==> src/rtl/fsm_stream_pkg.sv <==
// rtl/fsm_stream_pkg.sv - shared types and code constants for the detector stream controller
package fsm_stream_pkg;

  typedef enum logic [1:0] {
    IDLE   = 2'd0,
    CLEAR  = 2'd1,
    SHIFT  = 2'd2,
    REPORT = 2'd3
  } ctrl_state_t;

  typedef logic [1:0] fsm_code_t;

  localparam fsm_code_t CODE_0 = 2'd0;
  localparam fsm_code_t CODE_1 = 2'd1;
  localparam fsm_code_t CODE_2 = 2'd2;
  localparam fsm_code_t CODE_3 = 2'd3;

endpackage

==> src/rtl/fsm_stream_ctrl_piso_shifter.sv <==
// rtl/fsm_stream_ctrl_piso_shifter.sv - parallel-load shift-left register with last-bit down-counter
module piso_shifter #(
  parameter int WIDTH = 8
) (
  input  logic             clk_i,
  input  logic             reset_i,
  input  logic             load_i,
  input  logic [WIDTH-1:0] data_i,
  input  logic             shift_i,
  output logic             msb_o,
  output logic             next_o,
  output logic             last_o
);

  localparam int BW = $clog2(WIDTH);

  logic [WIDTH-1:0] sreg;
  logic [BW-1:0]    bitcnt;

  always_ff @(posedge clk_i) begin
    if (reset_i) begin
      sreg   <= '0;
      bitcnt <= '0;
    end else if (load_i) begin
      sreg   <= data_i;
      bitcnt <= BW'(WIDTH - 1);
    end else if (shift_i) begin
      sreg <= {sreg[WIDTH-2:0], 1'b0};
      if (bitcnt != '0) bitcnt <= bitcnt - 1'b1;
    end
  end

  // next_o is the bit that becomes the MSB after the coming shift
  assign msb_o  = sreg[WIDTH-1];
  assign next_o = sreg[WIDTH-2];
  assign last_o = (bitcnt == '0);

endmodule

==> src/rtl/fsm_stream_ctrl.sv <==
// rtl/fsm_stream_ctrl.sv - feeds a word MSB-first into a serial detector and counts matching output codes
module fsm_stream_ctrl
  import fsm_stream_pkg::*;
#(
  parameter  int WIDTH    = 8,
  parameter  int CLEAR_EN = 1,
  localparam int CW       = $clog2(WIDTH + 1)
) (
  input  logic             clk_i,
  input  logic             reset_i,
  input  logic             valid_i,
  output logic             ready_o,
  input  logic [WIDTH-1:0] data_i,
  input  logic [1:0]       match_i,
  output logic             fsm_reset_o,
  output logic             fsm_in_o,
  input  logic [1:0]       fsm_out_i,
  output logic [CW-1:0]    count_o,
  output logic             done_o
);

  ctrl_state_t state;
  fsm_code_t   match_q;
  logic [CW-1:0] count;
  logic        accept;
  logic        hit;
  logic        sh_msb;
  logic        sh_next;
  logic        sh_last;

  assign ready_o     = (state == IDLE) && !reset_i;
  assign fsm_reset_o = reset_i || (state == CLEAR);
  assign accept      = valid_i && ready_o;
  assign hit         = (fsm_out_i == match_q);

  piso_shifter #(.WIDTH(WIDTH)) u_shifter (
    .clk_i   (clk_i),
    .reset_i (reset_i),
    .load_i  (accept),
    .data_i  (data_i),
    .shift_i (state == SHIFT),
    .msb_o   (sh_msb),
    .next_o  (sh_next),
    .last_o  (sh_last)
  );

  // fsm_in_o is registered one step ahead so the detector sees a flop output
  always_ff @(posedge clk_i) begin
    if (reset_i) begin
      state    <= IDLE;
      match_q  <= CODE_0;
      count    <= '0;
      count_o  <= '0;
      done_o   <= 1'b0;
      fsm_in_o <= 1'b0;
    end else begin
      done_o <= 1'b0;
      case (state)
        IDLE: begin
          if (valid_i) begin
            match_q <= match_i;
            count   <= '0;
            if (CLEAR_EN != 0) begin
              state    <= CLEAR;
              fsm_in_o <= 1'b0;
            end else begin
              state    <= SHIFT;
              fsm_in_o <= data_i[WIDTH-1];
            end
          end
        end
        CLEAR: begin
          state    <= SHIFT;
          fsm_in_o <= sh_msb;
        end
        SHIFT: begin
          if (sh_last) begin
            state    <= REPORT;
            count_o  <= count + CW'(hit);
            done_o   <= 1'b1;
            fsm_in_o <= 1'b0;
          end else begin
            count    <= count + CW'(hit);
            fsm_in_o <= sh_next;
          end
        end
        REPORT: begin
          state <= IDLE;
        end
        default: state <= IDLE;
      endcase
    end
  end

endmodule

==> config.mk <==
export PLATFORM = sky130hd
export DESIGN_NAME = fsm_stream_ctrl
export DESIGN_NICKNAME = d
export VERILOG_FILES = /design/src/rtl/fsm_stream_pkg.sv /design/src/rtl/fsm_stream_ctrl_piso_shifter.sv /design/src/rtl/fsm_stream_ctrl.sv
export SDC_FILE = /design/constraint.sdc
export NUM_CORES = 1
export LEC_CHECK = 0
export CAP_MARGIN = 10
export CORE_ASPECT_RATIO = 1.1
export CORE_MARGIN = 8
export CORE_UTILIZATION = 40
export DETAILED_ROUTE_END_ITERATION = 10
export GPL_ROUTABILITY_DRIVEN = 0
export GPL_TIMING_DRIVEN = 0
export HOLD_SLACK_MARGIN = 0.06
export SYNTH_ARGS = -nofsm -noshare
export SYNTH_HDL_FRONTEND = slang
export SYNTH_SLANG_ARGS = --single-unit
==> constraint.sdc <==
create_clock -name clk_i -period 1.95 [get_ports clk_i]
set_clock_uncertainty 0.1 [all_clocks]
set_input_delay 0.39 -clock clk_i [delete_from_list [all_inputs] [get_ports clk_i]]
set_output_delay 0.39 -clock clk_i [all_outputs]
set_load 0.03 [all_outputs]
## After elaboration in Yosys (flattened, before gate mapping)

Cells that the tools add are included.

| word-level totals | value |
|---|---|
| word-level logic and storage cells | 51 |
| output and inout bits | 8 |
| flip-flop bits (word level) | 25 |

| operators by class | value |
|---|---|
| reduce and logical (&&, ||, !) cells | 18 |
| equality and inequality tests | 7 |
| add/subtract/negate cells | 2 |
| bitwise operators | 1 |
| mux-type cells | 15 |

Operator list:

| operator | number |
|---|---|
| $mux W8 | 2 |
| $reduce_and A2 Y1 | 5 |
| $mux W3 | 3 |
| $mux W4 | 2 |
| $pmux W2 S4 | 1 |
| $pmux W4 S2 | 1 |
| $ne A2 B2 Y1 const B | 3 |
| $reduce_bool A2 Y1 | 3 |
| $reduce_bool A3 Y1 | 2 |
| $add A4 B1 Y4 | 1 |
| $eq A2 B2 Y1 const B | 2 |
| $mux W2 | 2 |
| $logic_not A3 Y1 | 1 |
| $mux W1 | 3 |
| $pmux W1 S3 | 1 |
| $reduce_and A3 Y1 | 1 |
| $sub A3 B1 Y3 const B | 1 |
| $eq A2 B1 Y1 const B | 1 |
| $eq A2 B2 Y1 | 1 |
| $logic_and A1 B1 Y1 | 2 |
| $logic_not A2 Y1 | 1 |
| $reduce_or A2 Y1 | 1 |
| $logic_not A1 Y1 | 1 |
| $logic_or A1 B1 Y1 | 1 |
| $not A1 Y1 | 1 |

## Logic depth before layout (Yosys ltp)

| logic depth | value |
|---|---|
| depth after elaboration | 5 |
| depth in mapped cells | 7 |
| gate-level depth less buffers | 6 |

## By module

A second synthesis with hierarchy kept.

| second synthesis, totals | value |
|---|---|
| cell total of the unflattened synthesis | 148 |
| area, all modules | 1335.0 um^2 |

Modules (own cells, without submodules):

| module | cells an instance | area an instance (um^2) | seq. area each (um^2) | instances |
|---|---|---|---|---|
| fsm_stream_ctrl | 86 | 734.5 | 280.3 | 1 |
| piso_shifter | 62 | 600.6 | 220.2 | 1 |

## Worst setup path before layout

OpenSTA, ideal clock, no wires.

| path | value |
|---|---|
| path kind | input to register |
| start | in fsm_out_i[1] |
| end | reg count[2] |
| stages on the path | 6 |
| arrival time | 1.553 ns |
| path slack | 0.206 ns |
| required time | 1.759 ns |
| library setup time | 0.091 ns |
| buffers on the path | 0 |
| cells stage by stage | xor2_1 -> nor2_1 -> ha_1 -> ha_1 -> or3_1 -> a311oi_1 |

| between the ends | value |
|---|---|
| cells in the longest elaborated chain, start to end | 4 |

RTL lines:

| item | RTL line | source |
|---|---|---|
| from (decl) | fsm_stream_ctrl.sv:17 | `input logic [1:0] fsm_out_i,` |
| $eq A2 B2 Y1 | fsm_stream_ctrl.sv:34 | `assign hit = (fsm_out_i == match_q);` |
| $add A4 B1 Y4 | fsm_stream_ctrl.sv:83 | `count <= count + CW'(hit);` |
| $mux W4 | fsm_stream_ctrl.sv:77 | `if (sh_last) begin` |
| $pmux W4 S2 | fsm_stream_ctrl.sv:58 | `case (state)` |
| to (signal assigned) | fsm_stream_ctrl.sv:83 |  |
| to (decl) | fsm_stream_ctrl.sv:24 | `logic [CW-1:0] count;` |

Every way passes these cells. The select of a mux whose other input is x is not followed.
A chain may end at the register's enable or synchronous reset.

## Worst setup path after layout

Same ends and word-level chain as after synthesis.

==> flow_summary.toml <==
[job]
max_cap_viol_count = 0

[clocking]
cts_tree = "yes"
clk_pin_slew_worst_paths_ps = 150
insertion_delay_ps = 320
root_buffer = "clkbuf_4"
cts_made_buffers = 3
clkSinkCount = 25
cts-htree-levels = 1
ctsHoldBuffers = 0
clock_path_buffers = 2

[grt]
gr-usage-all-layers = 0.116
antenna_found_initial = 0
grt_pass1_wl_microns = 4640
grt_max_degree = 16
overflow = 0
grt_pass1_vias = 1075

[setup_path]
reg2reg_depth = 7
end_kind = "flip-flop"
criticalPathCategory = "input port to flip-flop"
crit_path_max_fanout = 3
required_ps = 2090
cp.arrival_ps = 2000
cp_common_cell = "ha_2"
slowest_stage = "clkdlybuf4s50_1"
timing.rr.start = "u_shifter.bitcnt[0]"
cp-start-kind = "input port"
critPathMaxStageDelay_ps = 470
regToRegSetupSlack_ps = 120
path_cells = "clkdlybuf4s50_1 > xor2_1 > nor2_1 > ha_2 > ha_2 > or3_1 > a311oi_1"
crit-reg2reg-capture = "count[3]"

[synth]
synth_top_family_by_area = "simple AND/OR/NAND/NOR gates"
yosys_register_bits = 25
syn-num-nets = 160
synth_fa_ha_area_frac = 0.0923
ys.warnings.count = 0
yosysUniqueCellTypes = 31
synth_compound_area_frac = 0.158
syn_area_per_cell_sq_um = 8.97
ys_seq_area_frac = 0.410
post_synth_and_or_nand_nor_area_fraction = 0.173
yosys.area_share.xor_xnor = 0.0359
syn_area_sq_um = 1220
syn-instance-count = 136
synth_mux_area_frac = 0.0759

[power]
switchingPower_uw = 773
p_comb_frac = 0.499
internal_power_mw = 1.15
power_density_nw_per_um2 = 1260
p_leak_nw = 0.547
ir_drop_uv = 658
pwr-share-seq = 0.376
power.share.switching = 0.403
pwr-share-clk = 0.125
power.total_mw = 1.92

[worst_hold_path]
hp-class = "flip-flop to flip-flop"
holdPathStages = 2
hold_path_end = "count_o[0]"
min_from = "count_o[0]"

[sta]
fmax_mhz = 537
tightestPinTransition_ps = 470
finalHoldViolations = 0
fin_crit_sh = 0.954
rsz0062_at_grt = "false"
slew_viol_final = 0
maxSlewHeadroom = 0.687
layout_min_cycle_time_ps = 1860
worst_slack_ps = 89.1
setup_viol = 0

[final_layout]
layout-drive-gt1-share = 0.106
layout.cells.non_filler = 195
fill_cells = 289
antennaDiodeCount = 0
nets = 186
area_growth_pct = 24.4

[floorplanning]
io-pin-count = 23
num_rows = 21
die_x_microns = 68.7
die_y_microns = 73.9
die_area_sq_um = 5070
initial_utilization = 0.411
core_sq_um = 2970

[drt]
drt_drc_violations_left = 0
num_vias = 1014
wl_per_cell_microns = 13.5
ant_nets = 0
wl_microns = 2630
via_per_inst = 5.20
drt_pass1_iterations = 6
drtIter0Drc = 53

[outcome]
outcome = "complete, no violations"

[placement]
dpl.cell_count = 191
detailed_place_hpwl_microns = 2030
place_ws_ps = -371
portBuffers = 21
-- worst max-delay path by stage --
stage	depth (start not counted)	startpoint	end
after floorplan	6	fsm_out_i[1]	count[2]
after global placement	7	fsm_out_i[1]	count[2]
after detailed placement	7	fsm_out_i[1]	count[2]
after CTS	7	fsm_out_i[1]	count[2]
after global routing	7	u_shifter.bitcnt[0]	count[0]
final	7	fsm_out_i[1]	count[2]
-- power by group through the flow --
stage	Combinational, mW	Sequential (mW)	Clock, mW
6_report	0.959	0.722	0.239
5_1_grt	1.09	0.736	0.269
4_1_cts	0.955	0.720	0.249
3_5_place_dp	0.923	0.726	0
3_3_place_gp	0.903	0.721	0
2_1_floorplan	0.663	0.736	0
-- through the flow --
step	hold slack, ps	cell area (sq um)	util	TNS [ps]
CTS	376	1510	0.509	0
floorplan	348	1220	-	0
finish	370	1520	0.511	0
global route	406	1520	0.511	0
detailed placement	352	1470	0.496	-771
global placement	350	1470	0.496	-677
-- cells in the mapped netlist, drive strengths merged --
cell type,instances,area share
nor2b,3,0.022
nand2b,3,0.015
nand3b,2,0.012
nor3,3,0.012
o32ai,1,0.0072
ha,9,0.092
mux2,2,0.018
o21ai,2,0.0082
a311oi,1,0.0072
o31ai,2,0.012
buf,4,0.021
a21oi,13,0.053
nand2,10,0.031
nor2,12,0.037
dfxtp,25,0.41
xnor2,2,0.014
or3,1,0.0051
xor2,3,0.022
nand3,7,0.029
a2111o,1,0.0092
mux2i,7,0.057
a31oi,1,0.0051
inv,6,0.018
and2,1,0.0051
or2,1,0.0051
clkbuf,5,0.015
a211oi,9,0.055
-- layer usage --
layer / vias up / GRT usage / part of all wire
li1: 523 / - / -
met2: 24 / 0.194 / 0.53
met5: - / 0 / 0
met3: 2 / 0.0198 / 0.036
met4: 0 / 0.0456 / 0.0072
met1: 465 / 0.141 / 0.43
-- cells by family (layout without fill, tap and decap cells) --
| family | after synthesis | count (layout) |
|---|---|---|
| fa+ha+maj | 9 | 9 |
| buf+inv | 15 | 40 |
| simple gates | 43 | 43 |
| compound gates | 30 | 30 |
| mux | 9 | 9 |
| xor+xnor | 5 | 5 |
| flops | 25 | 25 |
-- state kept, by name, indices dropped and copies added (netlist names) --
name              flops
u_shifter.sreg        8
u_shifter.bitcnt      3
state                 2
count                 4
count_o               4
done_o                1
match_q               2
fsm_in_o              1
-- repair_timing --
action | CTS | global route
resized for setup | 15 | 5
endpoints found under the setup margin | 3 | 3
pin swaps | 0 | 1
setup buffers | 0 | 0
-- cell type report --
type                    instances  area, sq um  share of cell area
multi-input cells              96          671               0.442
flip-flops and latches         25          503               0.331
repair buffers                 21          205               0.135
plain buffers                   9         43.8              0.0289
well taps                      34         42.5              0.0280
clock buffers                   3         22.5              0.0148
inverters                       6         22.5              0.0148
clock inverters                 1         7.51             0.00495
-- placed cells by master, fill, tap and decap left out, types with 2 or more instances in the layout --
cell	count
dfxtp_1	23
clkdlybuf4s50_1	19
a21oi_1	13
nor2_1	12
nand2_1	10
a211oi_1	9
mux2i_1	7
nand3_1	7
ha_1	6
clkbuf_1	5
clkbuf_4	5
inv_1	4
xor2_1	3
nand2b_1	3
nor3_1	3
inv_2	2
nor2b_1	2
buf_2	2
xnor2_1	2
mux2_1	2
nand3b_1	2
o31ai_1	2
ha_2	2
dfxtp_2	2
-- worst max-delay path, delay by kind of cell --
family          cells  cell delay (ps)
fa+ha+maj           2              370
xor+xnor            1              140
compound gates      1              190
buf+inv             1              470
simple gates        2              440
(Power assumes the default switching activity.)
==> RTL change 1 (same flow settings) <==
Put one more register stage on the output `count_o`, with the module's reset. The value now appears one clock later. The other outputs are not delayed to match.
--- a/src/rtl/fsm_stream_ctrl.sv
+++ b/src/rtl/fsm_stream_ctrl.sv
@@ -19,4 +19,6 @@
   output logic             done_o
 );
+
+  logic [CW-1:0] count_s0;
 
   ctrl_state_t state;
@@ -51,5 +53,5 @@
       match_q  <= CODE_0;
       count    <= '0;
-      count_o  <= '0;
+      count_s0 <= '0;
       done_o   <= 1'b0;
       fsm_in_o <= 1'b0;
@@ -77,5 +79,5 @@
           if (sh_last) begin
             state    <= REPORT;
-            count_o  <= count + CW'(hit);
+            count_s0 <= count + CW'(hit);
             done_o   <= 1'b1;
             fsm_in_o <= 1'b0;
@@ -93,4 +95,12 @@
   end
 
+  always_ff @(posedge clk_i) begin
+    if (reset_i) begin
+      count_o <= '0;
+    end else begin
+      count_o <= count_s0;
+    end
+  end
+
 endmodule
 
Function: same outputs for any inputs over 10 cycles, from zero or initial values and one cycle with reset_i high; that may be too few to reach the edited logic, so the function may still have changed.
==> RTL change 1 against the unedited design <==
Clock power increased by 50%. Design area increased by 10%. Sequential cell count increased by 4. Sequential share of layout area increased by 1.6 points. Power increased by 8.3%. Routed wire length increased by 5.6%. Area after synthesis increased by 8.8%. Setup slack got worse by 0.038 ns. Critical path depth unchanged. Largest cell class unchanged. Highest routed layer unchanged.
==> RTL change 1: results (changes against the unedited design) <==
Status -> finished, final reports clean (unchanged)
ANT nets after route -> 0 (unchanged)
Top_reg_cell synth -> dfxtp_1 (unchanged)
R2R Setup Slk -> 0.16 ns (was 0.12 ns)
Slowest-stage cell, CP -> clkdlybuf4s50_1 (unchanged)
Hold Path Class -> register to register (unchanged)
Worst rel slew slack -> 0.6324 (was 0.6866)
Largest net degree at the start of global routing -> 11 (was 16)
Top cells by count, synth -> 29 x dfxtp_1, 13 x a21oi_1, 12 x nor2_1 (was 25 x dfxtp_1, 13 x a21oi_1, 12 x nor2_1)
Ant. Diodes -> 0 (unchanged)
Peak supply drop -> 0.5582 mV (was 0.6583 mV)
Initial antenna violation count -> 0 (unchanged)
Crit-path max cell delay -> 0.47 ns (about the same)
Biggest register -> u_shifter.sreg (unchanged)
Sequential area share after synthesis -> 0.4373 (was 0.4103)
Max reg flops -> 8 (unchanged)
Vias per Instance -> 5.167 (was 5.200)
Hold Path Sink -> count_s0[1] (was count_o[0])
Reg2Reg Depth -> 7 (unchanged)
Reg clk slew, reported paths -> 0.08 ns (was 0.15 ns)
Post-DP HPWL -> 2050 um (was 2034 um)
Initial DRC count -> 84 (was 53)
Final #Nets -> 198 (was 186)
Worst-path maximum fanout -> 3 (unchanged)
Min Hold Slack -> 0.3589 ns (was 0.3696 ns)
Wire per inst -> 13.23 um (was 13.50 um)
CTS max path bufs -> 2 (unchanged)
Lkg Pwr -> 0.6300 nW (was 0.5472 nW)
RR Startpoint -> u_shifter.bitcnt[0] (unchanged)
Worst hold path cell count -> 2 (unchanged)
Layout cell share with drive strength beyond 1 -> 0.1149 (was 0.1056)
Netlist cell types -> 28 (was 31)
H-tree depth -> 2 (was 1)
Min-Delay Startpoint -> count_s0[1] (was count_o[0])
Top cells by area, synth -> dfxtp_1 44%, ha_1 8.5%, mux2i_1 6.0% (was dfxtp_1 41%, ha_1 9.2%, mux2i_1 5.7%)
CP arrival -> 2.03 ns (was 2.00 ns)
Drt first pass iters -> 4 (was 6)
Port Buf Inserts -> 22 (was 21)
Pre-CTS setup slack -> -0.7457 ns (was -0.3711 ns)
Fill cell count -> 320 (was 289)
First-pass GRT wire length -> 4588 um (was 4636 um)
Yosys warning count -> 0 (unchanged)
Clk root buf -> clkbuf_4 (unchanged)
Clk_lat worst skew -> 0.32 ns (about the same)
Vias in the first global route -> 1061 (was 1075)
Total GRT Usage -> 0.1056 (was 0.1160)
Post-synth ARST share -> 0 (unchanged)
R2R Path End -> u_shifter.bitcnt[1] (was count[3])
CTS Buf Count -> 5 (was 3)
Mapped Nets -> 168 (was 160)
-- RTL change 1: logic make-up after synthesis --
| family | after synthesis | synth area share |
|---|---|---|
| and+or+nand+nor | 45 | 0.1715 |
| AOI/OAI and AO/OA | 31 | 0.1451 |
| DFF | 29 | 0.4373 |
| buffers and inverters | 15 | 0.05089 |
| muxes | 10 | 0.07729 |
| adders and majority gates | 9 | 0.08483 |
| xor gates and xnor gates | 5 | 0.03299 |
-- RTL change 1: routing by layer --
metal  vias up  track usage  part of all wire
met5         -            0                 0
met4         0      0.05625             0.010
met3         4      0.03026             0.044
met2        22       0.1885              0.50
met1       504       0.1071              0.44
li1        555            -                 -
-- RTL change 1: repair_timing --
item	in CTS	in global routing
resized for setup	17	5
setup endpoints to repair	3	3
gates cloned	0	0
hold buffers	0	0
buffers inserted	0	1
pin swaps	0	2
-- RTL change 1: cell type report --
cell class,instances,share of cell area
sequential,29,0.3478
multi-input combinational,100,0.4142
inverter,6,0.01343
tap,36,0.02687
timing repair buffer,23,0.1321
clock buffer,7,0.03284
buffer,9,0.03284
-- RTL change 1: critical path, delay by kind of cell --
kind,cells,cell delay [ns]
buffers and inverters,1,0.47
AOI/OAI and AO/OA,1,0.23
xor gates and xnor gates,1,0.15
and+or+nand+nor,2,0.43
adders and majority gates,2,0.37
-- RTL change 1: worst max-delay path by stage --
stage	slack, ns	end	start	cells after the start
after floorplan	0.21	count[2]	fsm_out_i[1]	6
after global placement	-0.74	fsm_reset_o	reset_i	4
after detailed placement	-0.75	fsm_reset_o	reset_i	4
after CTS	0.001	count[2]	fsm_out_i[1]	7
after global routing	-0.009	count[2]	fsm_out_i[0]	7
final	0.05	count[2]	fsm_out_i[1]	7
-- RTL change 1: per-stage QoR --
| stage | util | setup TNS (ns) | power (mW) | std cells | cell area (sq um) |
|---|---|---|---|---|---|
| 2_1_floorplan | - | 0 | 1.483 | 144 | 1328 |
| 3_3_place_gp | 0.4904 | -1.779 | 1.693 | 202 | 1593 |
| 3_5_place_dp | 0.4904 | -1.962 | 1.717 | 202 | 1593 |
| 4_1_cts | 0.5085 | 0 | 2.076 | 209 | 1652 |
| 5_1_grt | 0.5162 | -0.009307 | 2.246 | 210 | 1677 |
| 6_report | 0.5162 | 0 | 2.080 | 210 | 1677 |
-- RTL change 1: power by group --
part           total (mW)  internal, mW  switching (mW)
combinational       0.915         0.413           0.502
sequential          0.806         0.730          0.0757
clock               0.359         0.170           0.189
==> RTL change 2 (same settings) <==
Made on the original files. `WIDTH` is set to 8 in 2 places; all go to 16.
--- a/src/rtl/fsm_stream_ctrl_piso_shifter.sv
+++ b/src/rtl/fsm_stream_ctrl_piso_shifter.sv
@@ -1,5 +1,5 @@
 // rtl/fsm_stream_ctrl_piso_shifter.sv - parallel-load shift-left register with last-bit down-counter
 module piso_shifter #(
-  parameter int WIDTH = 8
+  parameter int WIDTH = 16
 ) (
   input  logic             clk_i,
--- a/src/rtl/fsm_stream_ctrl.sv
+++ b/src/rtl/fsm_stream_ctrl.sv
@@ -3,5 +3,5 @@
   import fsm_stream_pkg::*;
 #(
-  parameter  int WIDTH    = 8,
+  parameter  int WIDTH    = 16,
   parameter  int CLEAR_EN = 1,
   localparam int CW       = $clog2(WIDTH + 1)
Interface: changed (resized count_o and data_i); port bits go from 23 to 32. The function was not compared with the original's and may differ.
==> RTL change 2 against the unedited design <==
Hold slack got worse by 0.0097 ns. Routed wire length grew 43%. Combinational power is 24% higher. Sequential cell count grew 11. Setup slack got worse by 0.015 ns. Area after synthesis grew 39%. Power rose by 53%. Design area rose by 47%. Fmax decreased by 0.80%. Highest routed layer unchanged.
==> RTL change 2: results (changes against the unedited design) <==
Worst-path maximum fanout -> 8 (was 3)
Mapped Nets -> 223 (was 160)
Worst rel slew slack -> 0.6641 (was 0.6866)
Yosys warning count -> 0 (unchanged)
Reg area -> 725.7 sq um (was 503.0 sq um)
Post-synth ARST share -> 0 (unchanged)
Vias per Instance -> 5.137 (was 5.200)
Placed cell area -> 0.002059 sq mm (was 0.001473 sq mm)
Layout cell share with drive strength beyond 1 -> 0.1515 (was 0.1056)
Drt first pass iters -> 4 (was 6)
Status -> finished, final reports clean (unchanged)
H-tree depth -> 2 (was 1)
Top_reg_cell synth -> dfxtp_1 (unchanged)
First-pass GRT wire length -> 6334 um (was 4636 um)
Footprint of the multi-input gates -> 929.6 sq um (was 670.6 sq um)
Ant. Diodes -> 0 (unchanged)
Lkg Pwr -> 0.8129 nW (was 0.5472 nW)
Sequential area share after synthesis -> 0.4260 (was 0.4103)
# resized after CTS -> 13 (was 15)
Slowest-stage cell, CP -> or3_1 (was clkdlybuf4s50_1)
Pre-CTS setup slack -> -0.2635 ns (was -0.3711 ns)
Clk root buf -> clkbuf_8 (was clkbuf_4)
Fill cell count -> 420 (was 289)
CTS Buf Count -> 5 (was 3)
Fraction of area in registers -> 0.3249 (was 0.3314)
Total GRT Usage -> 0.1164 (was 0.1160)
Non-CTS buffers -> 43 (was 30)
Top Registers -> u_shifter.sreg: 16 flops, count: 5 flops, count_o: 5 flops (was u_shifter.sreg: 8 flops, count: 4 flops, count_o: 4 flops)
Hold Path Class -> register to register (unchanged)
Largest delay contributor family on the critical path -> simple AND/OR/NAND/NOR gates (was buffers and inverters)
Comb_multi_in -> 137 (was 96)
Clock-cell share of area -> 0.05658 (was 0.01979)
Clk_lat worst skew -> 0.29 ns (was 0.32 ns)
Top cells by count, synth -> 36 x dfxtp_1, 25 x nor2_1, 16 x a211oi_1, 16 x nand2_1, 15 x mux2i_1 (was 25 x dfxtp_1, 13 x a21oi_1, 12 x nor2_1)
Top cells by area, synth -> dfxtp_1 43%, mux2i_1 8.9%, a211oi_1 7.1% (was dfxtp_1 41%, ha_1 9.2%, mux2i_1 5.7%)
Final #Nets -> 261 (was 186)
Avg Cell Area, Syn -> 8.811 sq um (was 8.970 sq um)
CP arrival -> 1.95 ns (was 2.00 ns)
Initial DRC count -> 52 (was 53)
Cells after DPL -> 276 (was 191)
Final std cells w/o fill -> 285 (was 195)
Signal buf overhead -> 0.1602 (was 0.1641)
Invs w/o clock -> 7 (was 6)
Core Footprint -> 0.004192 sq mm (was 0.002969 sq mm)
Wire per inst -> 13.20 um (was 13.50 um)
CTS sink count -> 36 (was 25)
Peak supply drop -> 0.6789 mV (was 0.6583 mV)
Initial antenna violation count -> 0 (unchanged)
Clk_buf instances -> 7 (was 3)
Reg clk slew, reported paths -> 0.07 ns (was 0.15 ns)
Largest net degree at the start of global routing -> 12 (was 16)
Crit-path max cell delay -> 0.35 ns (was 0.47 ns)
Port Buf Inserts -> 30 (was 21)
Post-CTS Setup Inserts -> 0 (unchanged)
Netlist cell types -> 35 (was 31)
Post-DP HPWL -> 2820 um (was 2034 um)
Vias in the first global route -> 1422 (was 1075)
-- RTL change 2: cell count changes in the layout (fill, tap and decap cells not counted), sizes merged, moves of 3 or more --
cell	change
a211oi	+7
buf	+3
clkbuf	+5
clkdlybuf4s50	+9
dfxtp	+11
mux2i	+8
nand2	+6
nor2	+13
-- RTL change 2: worst reg2reg max path: stages (launching register included) --
cell      delay, ns
dfxtp_2        0.34
inv_1          0.07
ha_2           0.21
and4bb_1       0.21
buf_6          0.13
or3_1          0.35
buf_2          0.17
a21oi_2        0.10
o32ai_1        0.08
-- RTL change 2: kinds of logic after synthesis --
kind of cell             count (synthesis)  synth area share
flip-flops                              36            0.4260
AND/OR/NAND/NOR                         66            0.1827
XOR/XNOR                                 6           0.03106
multiplexers                            15           0.08876
buffers and inverters                   19           0.04882
adder cells (fa/ha/maj)                  8           0.05917
AO/OA/AOI/OAI                           42            0.1635
-- RTL change 2: power breakdown --
group          internal [mW]  leakage (nW)  switching [mW]
combinational          0.517         0.452           0.677
clock                  0.451        0.0645           0.261
sequential             0.922         0.297           0.110
total                   1.89         0.813            1.05
-- RTL change 2: routing by layer --
layer	global-route usage	part of all wire	vias up
met5	0	0	-
met1	0.1292	0.47	679
li1	-	-	749
met4	0.03541	0.011	0
met3	0.03953	0.046	5
met2	0.2030	0.47	31
-- RTL change 2: path summary, 6_finish.rpt --
| kind | to | slack (ns) | from | depth (start not counted) |
|---|---|---|---|---|
| max | count[2] | 0.07 | state[0] | 8 |
| min | count_o[1] | 0.36 | count_o[1] | 2 |
| max reg2reg | count[2] | 0.07 | state[0] | 8 |
| min reg2reg | count_o[1] | 0.36 | count_o[1] | 2 |
